## src/rtl/l1_mem_arbiter.sv

```systemverilog
// L1 memory arbiter: merges I$ (ctrl) and D$ (data) request streams onto a
// single memory request port and routes responses back by path tag.
//
// state | meaning
// ------+---------------------------------------------------------------
// IDLE  | output slot empty; arbitrate eligible requesters this cycle
// REQ   | output slot holds one request; wait for i_req_mem_ready
//
// Each path may have at most one transaction in flight (out_ctrl/out_data).
// Data normally wins a contest; ctrl wins once it has lost starve_limit
// contests in a row.
module l1_mem_arbiter #(
    parameter int starve_limit = 4
) (
    input  logic        i_clk,
    input  logic        i_rst,
    input  logic        i_req_ctrl_valid,
    input  logic [2:0]  i_req_ctrl_type,
    input  logic [2:0]  i_req_ctrl_size,
    input  logic [47:0] i_req_ctrl_addr,
    output logic        o_req_ctrl_ready,
    input  logic        i_req_data_valid,
    input  logic [2:0]  i_req_data_type,
    input  logic [2:0]  i_req_data_size,
    input  logic [47:0] i_req_data_addr,
    output logic        o_req_data_ready,
    output logic        o_req_mem_valid,
    output logic        o_req_mem_path,
    output logic [2:0]  o_req_mem_type,
    output logic [2:0]  o_req_mem_size,
    output logic [47:0] o_req_mem_addr,
    input  logic        i_req_mem_ready,
    input  logic        i_resp_mem_valid,
    input  logic        i_resp_mem_path,
    output logic        o_resp_ctrl_valid,
    output logic        o_resp_data_valid,
    output logic        o_busy,
    output logic        o_err
);

    typedef enum logic {
        IDLE = 1'b0,
        REQ  = 1'b1
    } state_t;

    localparam logic [3:0] LIMIT = 4'(starve_limit);

    state_t     state;
    logic       out_ctrl;
    logic       out_data;
    logic [3:0] starve_cnt;

    logic elig_ctrl;
    logic elig_data;
    logic gnt_ctrl;
    logic gnt_data;
    logic handshake;
    logic resp_ctrl;
    logic resp_data;

    // Eligibility and grant decision; flags are the registered values, so a
    // flag being cleared by a response this cycle still blocks its path.
    always_comb begin
        elig_ctrl = (state == IDLE) & i_req_ctrl_valid & ~out_ctrl;
        elig_data = (state == IDLE) & i_req_data_valid & ~out_data;
        gnt_ctrl  = elig_ctrl & (~elig_data | (starve_cnt >= LIMIT));
        gnt_data  = elig_data & ~gnt_ctrl;
        handshake = (state == REQ) & i_req_mem_ready;
        resp_ctrl = i_resp_mem_valid & ~i_resp_mem_path;
        resp_data = i_resp_mem_valid & i_resp_mem_path;
    end

    assign o_req_ctrl_ready  = gnt_ctrl;
    assign o_req_data_ready  = gnt_data;
    assign o_resp_ctrl_valid = resp_ctrl;
    assign o_resp_data_valid = resp_data;
    assign o_busy            = (state == REQ) | out_ctrl | out_data;

    // Request slot FSM, outstanding flags, starvation counter and error flag.
    always_ff @(posedge i_clk or posedge i_rst) begin
        if (i_rst) begin
            state           <= IDLE;
            o_req_mem_valid <= 1'b0;
            o_req_mem_path  <= 1'b0;
            o_req_mem_type  <= 3'd0;
            o_req_mem_size  <= 3'd0;
            o_req_mem_addr  <= 48'd0;
            out_ctrl        <= 1'b0;
            out_data        <= 1'b0;
            starve_cnt      <= 4'd0;
            o_err           <= 1'b0;
        end else begin
            case (state)
                IDLE: begin
                    if (gnt_ctrl) begin
                        state           <= REQ;
                        o_req_mem_valid <= 1'b1;
                        o_req_mem_path  <= 1'b0;
                        o_req_mem_type  <= i_req_ctrl_type;
                        o_req_mem_size  <= i_req_ctrl_size;
                        o_req_mem_addr  <= i_req_ctrl_addr;
                    end else if (gnt_data) begin
                        state           <= REQ;
                        o_req_mem_valid <= 1'b1;
                        o_req_mem_path  <= 1'b1;
                        o_req_mem_type  <= i_req_data_type;
                        o_req_mem_size  <= i_req_data_size;
                        o_req_mem_addr  <= i_req_data_addr;
                    end
                end
                REQ: begin
                    if (i_req_mem_ready) begin
                        state           <= IDLE;
                        o_req_mem_valid <= 1'b0;
                    end
                end
                default: begin
                    state           <= IDLE;
                    o_req_mem_valid <= 1'b0;
                end
            endcase

            // A handshake setting a flag takes precedence over a response
            // clearing it in the same cycle.
            if (handshake & ~o_req_mem_path) begin
                out_ctrl <= 1'b1;
            end else if (resp_ctrl) begin
                out_ctrl <= 1'b0;
            end

            if (handshake & o_req_mem_path) begin
                out_data <= 1'b1;
            end else if (resp_data) begin
                out_data <= 1'b0;
            end

            if (gnt_ctrl) begin
                starve_cnt <= 4'd0;
            end else if (gnt_data & elig_ctrl & (starve_cnt != 4'hF)) begin
                starve_cnt <= starve_cnt + 4'd1;
            end

            if ((resp_ctrl & ~out_ctrl) | (resp_data & ~out_data)) begin
                o_err <= 1'b1;
            end
        end
    end

endmodule

```

## config.mk

```make
export PLATFORM = sky130hd
export DESIGN_NAME = l1_mem_arbiter
export DESIGN_NICKNAME = d
export VERILOG_FILES = /design/src/rtl/l1_mem_arbiter.sv
export SDC_FILE = /design/constraint.sdc
export NUM_CORES = 1
export LEC_CHECK = 0
export BUFFER_PORTS_ARGS = -buffer_cell sky130_fd_sc_hd__buf_2
export CORE_MARGIN = 2
export CORE_UTILIZATION = 40
export CTS_BUF_LIST = sky130_fd_sc_hd__clkbuf_8
export DETAILED_ROUTE_END_ITERATION = 10
export GPL_ROUTABILITY_DRIVEN = 0
export PLACE_DENSITY = 0.71
export SYNTH_ARGS = -nofsm -noshare
export SYNTH_HDL_FRONTEND = slang
export SYNTH_SLANG_ARGS = --single-unit
```

## constraint.sdc

```tcl
create_clock -name i_clk -period 2.6 [get_ports i_clk]
set_clock_uncertainty 0.15 [all_clocks]
set_input_delay 0.13 -clock i_clk [delete_from_list [all_inputs] [get_ports i_clk]]
set_output_delay 0.13 -clock i_clk [all_outputs]
set_load 0.01 [all_outputs]
```

# Word level (Yosys, flattened, before mapping)
# Cells that the tools add are included.
[word_totals] reg_bits=64 in_bits=115 out_inout_bits=62 elab_cells=68
[classes] add_sub_neg=1 magnitude_cmp=1 n_eq_ne=3 n_mux=21 bitwise=26 reduce_logical=6
[op_table] cell="$mux 48" n=2
[op_table] cell="$and 1x1->1" n=15
[op_table] cell="$mux 3" n=4
[op_table] cell="$mux 1" n=11
[op_table] cell="$mux 4" n=2
[op_table] cell="$reduce_bool 2->1" n=4
[op_table] cell="$not 1->1" n=7
[op_table] cell="$add 4x1->4 const B" n=1
[op_table] cell="$ge 4x3->1 const B" n=1
[op_table] cell="$ne 4x4->1 const B" n=1
[op_table] cell="$or 1x1->1" n=4
[op_table] cell="$pmux 1 s2" n=2
[op_table] cell="$reduce_and 2->1" n=2
[op_table] cell="$ne 3x3->1 const B" n=1
[op_table] cell="$ne 2x2->1 const B" n=1

# Depth between registers and ports, before layout
[depth] ltp_word=12 mapped_depth=6 depth_no_buf=3

# Least setup slack after synthesis
# OpenSTA, ideal clock, no wires.
[synth_path] path_kind="register to register" from="register out_data" to="register o_req_mem_addr[0]" setup_ns=0.129 arrival_time_ns=1.508 t_required_ns=2.321 path_slack_ns=0.813 path_stages_with_launch=6 n_path_buf=2 synth_period_minus_slack_ns=1.787 cell_sequence="dfrtp_1 > or4b_1 > buf_4 > buf_6 > a221oi_2 > a2bb2oi_1"
[synth_via] elab_chain_cells=9 word_cells_on_any_way=10 classes_between="mux: 1; bitwise: 7; reduce/logical: 2"
[synth_rtl] element="start, declared" line_no="50" rtl="logic out_data;"
[synth_rtl] element="start signal, assigned" line_no="89" rtl="out_data <= 1'b0;"
[synth_rtl] element="start signal, assigned" line_no="132" rtl="out_data <= 1'b1;"
[synth_rtl] element="start signal, assigned" line_no="134" rtl="out_data <= 1'b0;"
[synth_rtl] element="$not 1->1 (*)" line_no="65" rtl="elig_data = (state == IDLE) & i_req_data_valid & ~out_data;"
[synth_rtl] element="$and 1x1->1 (*)" line_no="65"
[synth_rtl] element="$not 1->1" line_no="66" rtl="gnt_ctrl = elig_ctrl & (~elig_data | (starve_cnt >= LIMIT));"
[synth_rtl] element="$or 1x1->1" line_no="66"
[synth_rtl] element="$and 1x1->1" line_no="66"
[synth_rtl] element="$not 1->1" line_no="67" rtl="gnt_data = elig_data & ~gnt_ctrl;"
[synth_rtl] element="$and 1x1->1" line_no="67"
[synth_rtl] element="$reduce_bool 2->1 (no source line)"
[synth_rtl] element="$reduce_and 2->1 (no source line)"
[synth_rtl] element="end signal, assigned" line_no="101" rtl="o_req_mem_addr <= i_req_ctrl_addr;"
[synth_rtl] element="end signal, assigned" line_no="108" rtl="o_req_mem_addr <= i_req_data_addr;"
[synth_rtl] element="end, declared" line_no="31" rtl="output logic [47:0] o_req_mem_addr,"
# Every way passes the cells marked *; elsewhere a longest branch is shown, timed or not.
# A chain may end at the register's enable or synchronous reset.

# Worst setup path after layout
[layout_path] from="register state" to="output port o_req_data_ready"
[layout_via] elab_chain_cells=8 word_cells_on_any_way=10 classes_between="bitwise: 10"
[layout_rtl] element="start, declared" line_no="48" rtl="state_t state;"
[layout_rtl] element="start signal, assigned" line_no="82" rtl="state <= IDLE;"
[layout_rtl] element="start signal, assigned" line_no="96" rtl="state <= REQ;"
[layout_rtl] element="start signal, assigned" line_no="103" rtl="state <= REQ;"
[layout_rtl] element="$not 1->1 (no source line) (*)"
[layout_rtl] element="$and 1x1->1 (2 in series)" line_no="65"
[layout_rtl] element="$not 1->1" line_no="66"
[layout_rtl] element="$or 1x1->1" line_no="66"
[layout_rtl] element="$and 1x1->1" line_no="66"
[layout_rtl] element="$not 1->1" line_no="67"
[layout_rtl] element="$and 1x1->1 (*)" line_no="67"
[layout_rtl] element="end, declared" line_no="26" rtl="output logic o_req_data_ready,"
# Marked as above.

==> impl_metrics.py <==
metrics = {
    "status": {
        "status": "completed",
    },
    "power": {
        "combPwrFrac_pct": 58.8,
        "p_leak_nw": 2.51,
        "clockPowerShare_pct": 12.8,
        "p_per_area_nw_per_um2": 1070,
        "switching_share_pct": 44.0,
        "p_sw_mw": 2.76,
        "p_seq_share_pct": 28.5,
        "intPower_mw": 3.52,
        "vdd.ir_drop.worst_v": 0.000726,
    },
    "logic_synthesis": {
        "syn-cell-area_um2": 4190,
        "yosys-top-cells-area": "dfrtp_1 (38%), a221oi_2 (18%), nor4bb_1 (13%), a2bb2oi_1 (11%), o21ai_0 (6.6%)",
        "synth_cells": 375,
        "synth-seq-area-share_pct": 38.2,
        "ys_warn_count": 0,
        "yosysTopAreaCell": "dfrtp_1",
        "synth_most_common_cell": "dfrtp_1",
        "yosys_register_bits": 64,
        "avgSynthCellArea_um2": 11.2,
        "ys.flop_type": "dfrtp_1",
        "synth_edf_count": 0,
        "synth_cell_types": 31,
        "synth.net_count": 491,
        "synth_top_area_share_pct": 38.2,
        "synthArstFlopShare_pct": 100,
        "synth_common_cells": "dfrtp_1 (64), o21ai_0 (55), a2bb2oi_1 (54), nor4bb_1 (54), a221oi_2 (50)",
    },
    "grt": {
        "grt.total_usage_pct": 25.0,
        "use_met2_pct": 40.8,
        "grt-ovfl-total": 0,
        "grt_antenna_before_repair": 0,
        "grt_busiest_layer": "met2",
        "grt_pass1_wl_um": 22400,
        "grt_pass1_vias": 4298,
        "use_met3_pct": 4.84,
        "use_met1_pct": 32.8,
        "grt_max_degree": 116,
    },
    "floorplan": {
        "dieArea_um2": 11300,
        "initial_utilization_pct": 40.9,
        "die_w_um": 106,
        "num_io_pins": 177,
        "rows": 37,
        "die_h_um": 106,
        "core_area_um2": 10200,
    },
    "run": {
        "maxCapViolCount": 0,
    },
    "setup_path": {
        "cp_max_fo": 39,
        "rr_worst_depth": 4,
        "crit_type": "register to primary output",
        "arrival_ps": 2120,
        "rrSetupSlack_ps": 440,
        "crit_path_cell_trace": "or3b_2 > nor2_1 > nor3_1 > buf_2",
        "reg2reg_from": "state$_DFF_PP0_",
        "worstSetupStartpointType": "register",
        "slowest_stage": "or3b_2",
        "crit_start": "state$_DFF_PP0_",
        "end_kind": "primary output",
        "max_stage_delay_ps": 800,
        "cp_data_required_time_ps": 2320,
        "reg2reg_to": "o_req_mem_addr[7]$_DFFE_PP0P_",
    },
    "timing": {
        "clock.fmax_ghz": 0.417,
        "tns_ps": 0,
        "worst_slew_pin_slew_ps": 841,
        "hold_violations": 0,
        "finalCritPeriodShare_pct": 92.2,
        "slew_violations": 0,
        "relSlewSlack_pct": 43.9,
        "period_needed_ps": 2400,
        "setup_viol": 0,
        "rsz0062_at_grt": "no",
        "whs_ps": 178,
    },
    "clock_tree": {
        "clk_pin_slew_ps": 70,
        "clockBufferDepth": 2,
        "cts_buffers": 9,
        "cts_tree": "done",
        "htree_levels": 3,
        "cts_root_buf": "clkbuf_8",
        "insertion_delay_ps": 350,
        "cts.sinks": 64,
    },
    "cells_and_area": {
        "layout.nets": 687,
        "final_core_util_pct": 57.6,
        "antenna_cells": 0,
        "stdcell_area_um2": 5890,
        "area_growth_pct": 40.6,
        "layout-drive-gt1-share_pct": 45.3,
    },
    "detailed_routing": {
        "drc": 0,
        "first_pass_iters": 5,
        "viasPerCell": 6.04,
        "via_count": 4289,
        "drt-wirelength-per-cell_um": 20.0,
        "drt_iter0_markers": 378,
        "postRouteAntennaNets": 0,
        "wirelength_um": 14200,
    },
    "placement": {
        "dpl_cell_area_um2": 5140,
        "hpwlAfterDp_um": 8140,
        "io_buffers": 176,
    },
    "worst_hold_path": {
        "min_to": "o_req_mem_addr[19]$_DFFE_PP0P_",
        "hp-start": "i_req_ctrl_addr[19]",
        "whs_path_depth": 4,
        "hold_path.class": "input pin to register",
    },
}
## registers in the layout, summed over array words and instances, names as in the netlist
register and count:
o_req_mem_addr 48, starve_cnt 4, o_req_mem_size 3, o_req_mem_type 3, o_err 1, o_req_mem_path 1, o_req_mem_valid 1, out_ctrl 1
out_data 1, state 1
## logic make-up after synthesis
group	count (synthesis)	synth area share, %
AO/OA/AOI/OAI	172	38.3
adder cells (fa/ha/maj)	1	0.299
buffers and inverters	66	7.62
flip-flops	64	38.2
multiplexers	1	0.239
AND/OR/NAND/NOR	71	15.3
## power groups by stage
stage	clock network [mW]	logic (mW)	registers, mW
2_1_floorplan	0	2.36	1.94
3_3_place_gp	0	3.51	1.77
3_5_place_dp	0	3.59	1.78
4_1_cts	0.813	3.67	1.77
5_1_grt	0.860	3.97	1.84
6_report	0.801	3.69	1.79
## cells in the final DEF, fill, tap and decap left out, types with 5 or more instances in the layout
cell type,instances
dlygate4sd3_1,58
buf_2,176
a221oi_2,50
buf_4,8
clkbuf_8,12
inv_1,5
a2bb2oi_1,54
buf_12,5
o21ai_0,55
nor4bb_1,54
dfrtp_1,62
## cell type report
| class | instances | area [um2] |
|---|---|---|
| fill | 860 | 4340 |
| multi-input combinational | 245 | 2300 |
| timing repair buffer | 247 | 1620 |
| sequential | 64 | 1610 |
| tap | 136 | 170 |
| clock buffer | 12 | 165 |
| inverter | 4 | 15.0 |
| clock inverter | 2 | 7.51 |
## metal layers
metal  routed length (um)  part of all wire [%]
met2                 6830                    48
met4                  207                   1.5
met1                 6160                    43
met5                    0                     0
met3                  995                   7.0
## critical path: cells and delay by family (launching register included)
family        cells  cell delay (ps)
simple gates      3             1120
flops             1              490
buf+inv           1              160
## worst max-delay path by stage
stage | end | depth (start not counted)
after floorplan | o_err$_DFFE_PP0P_ | 1
after global placement | o_req_mem_addr[7]$_DFFE_PP0P_ | 4
after detailed placement | o_req_mem_addr[7]$_DFFE_PP0P_ | 4
after CTS | o_req_data_ready | 4
after global routing | o_req_data_ready | 4
final | o_req_data_ready | 4
## metrics by stage
step	instances	worst slack (ps)	total power, mW
after floorplan	375	722	4.30
after global placement	638	551	5.28
after detailed placement	638	448	5.37
after CTS	710	201	6.25
after global routing	710	95.7	6.67
final	710	202	6.28
## repair_timing
item,CTS,global route
gates resized for setup,0,0
hold endpoints to repair,85,0
hold buffers,58,0
setup buffers,0,0
Power figures use the tool's default switching activity.
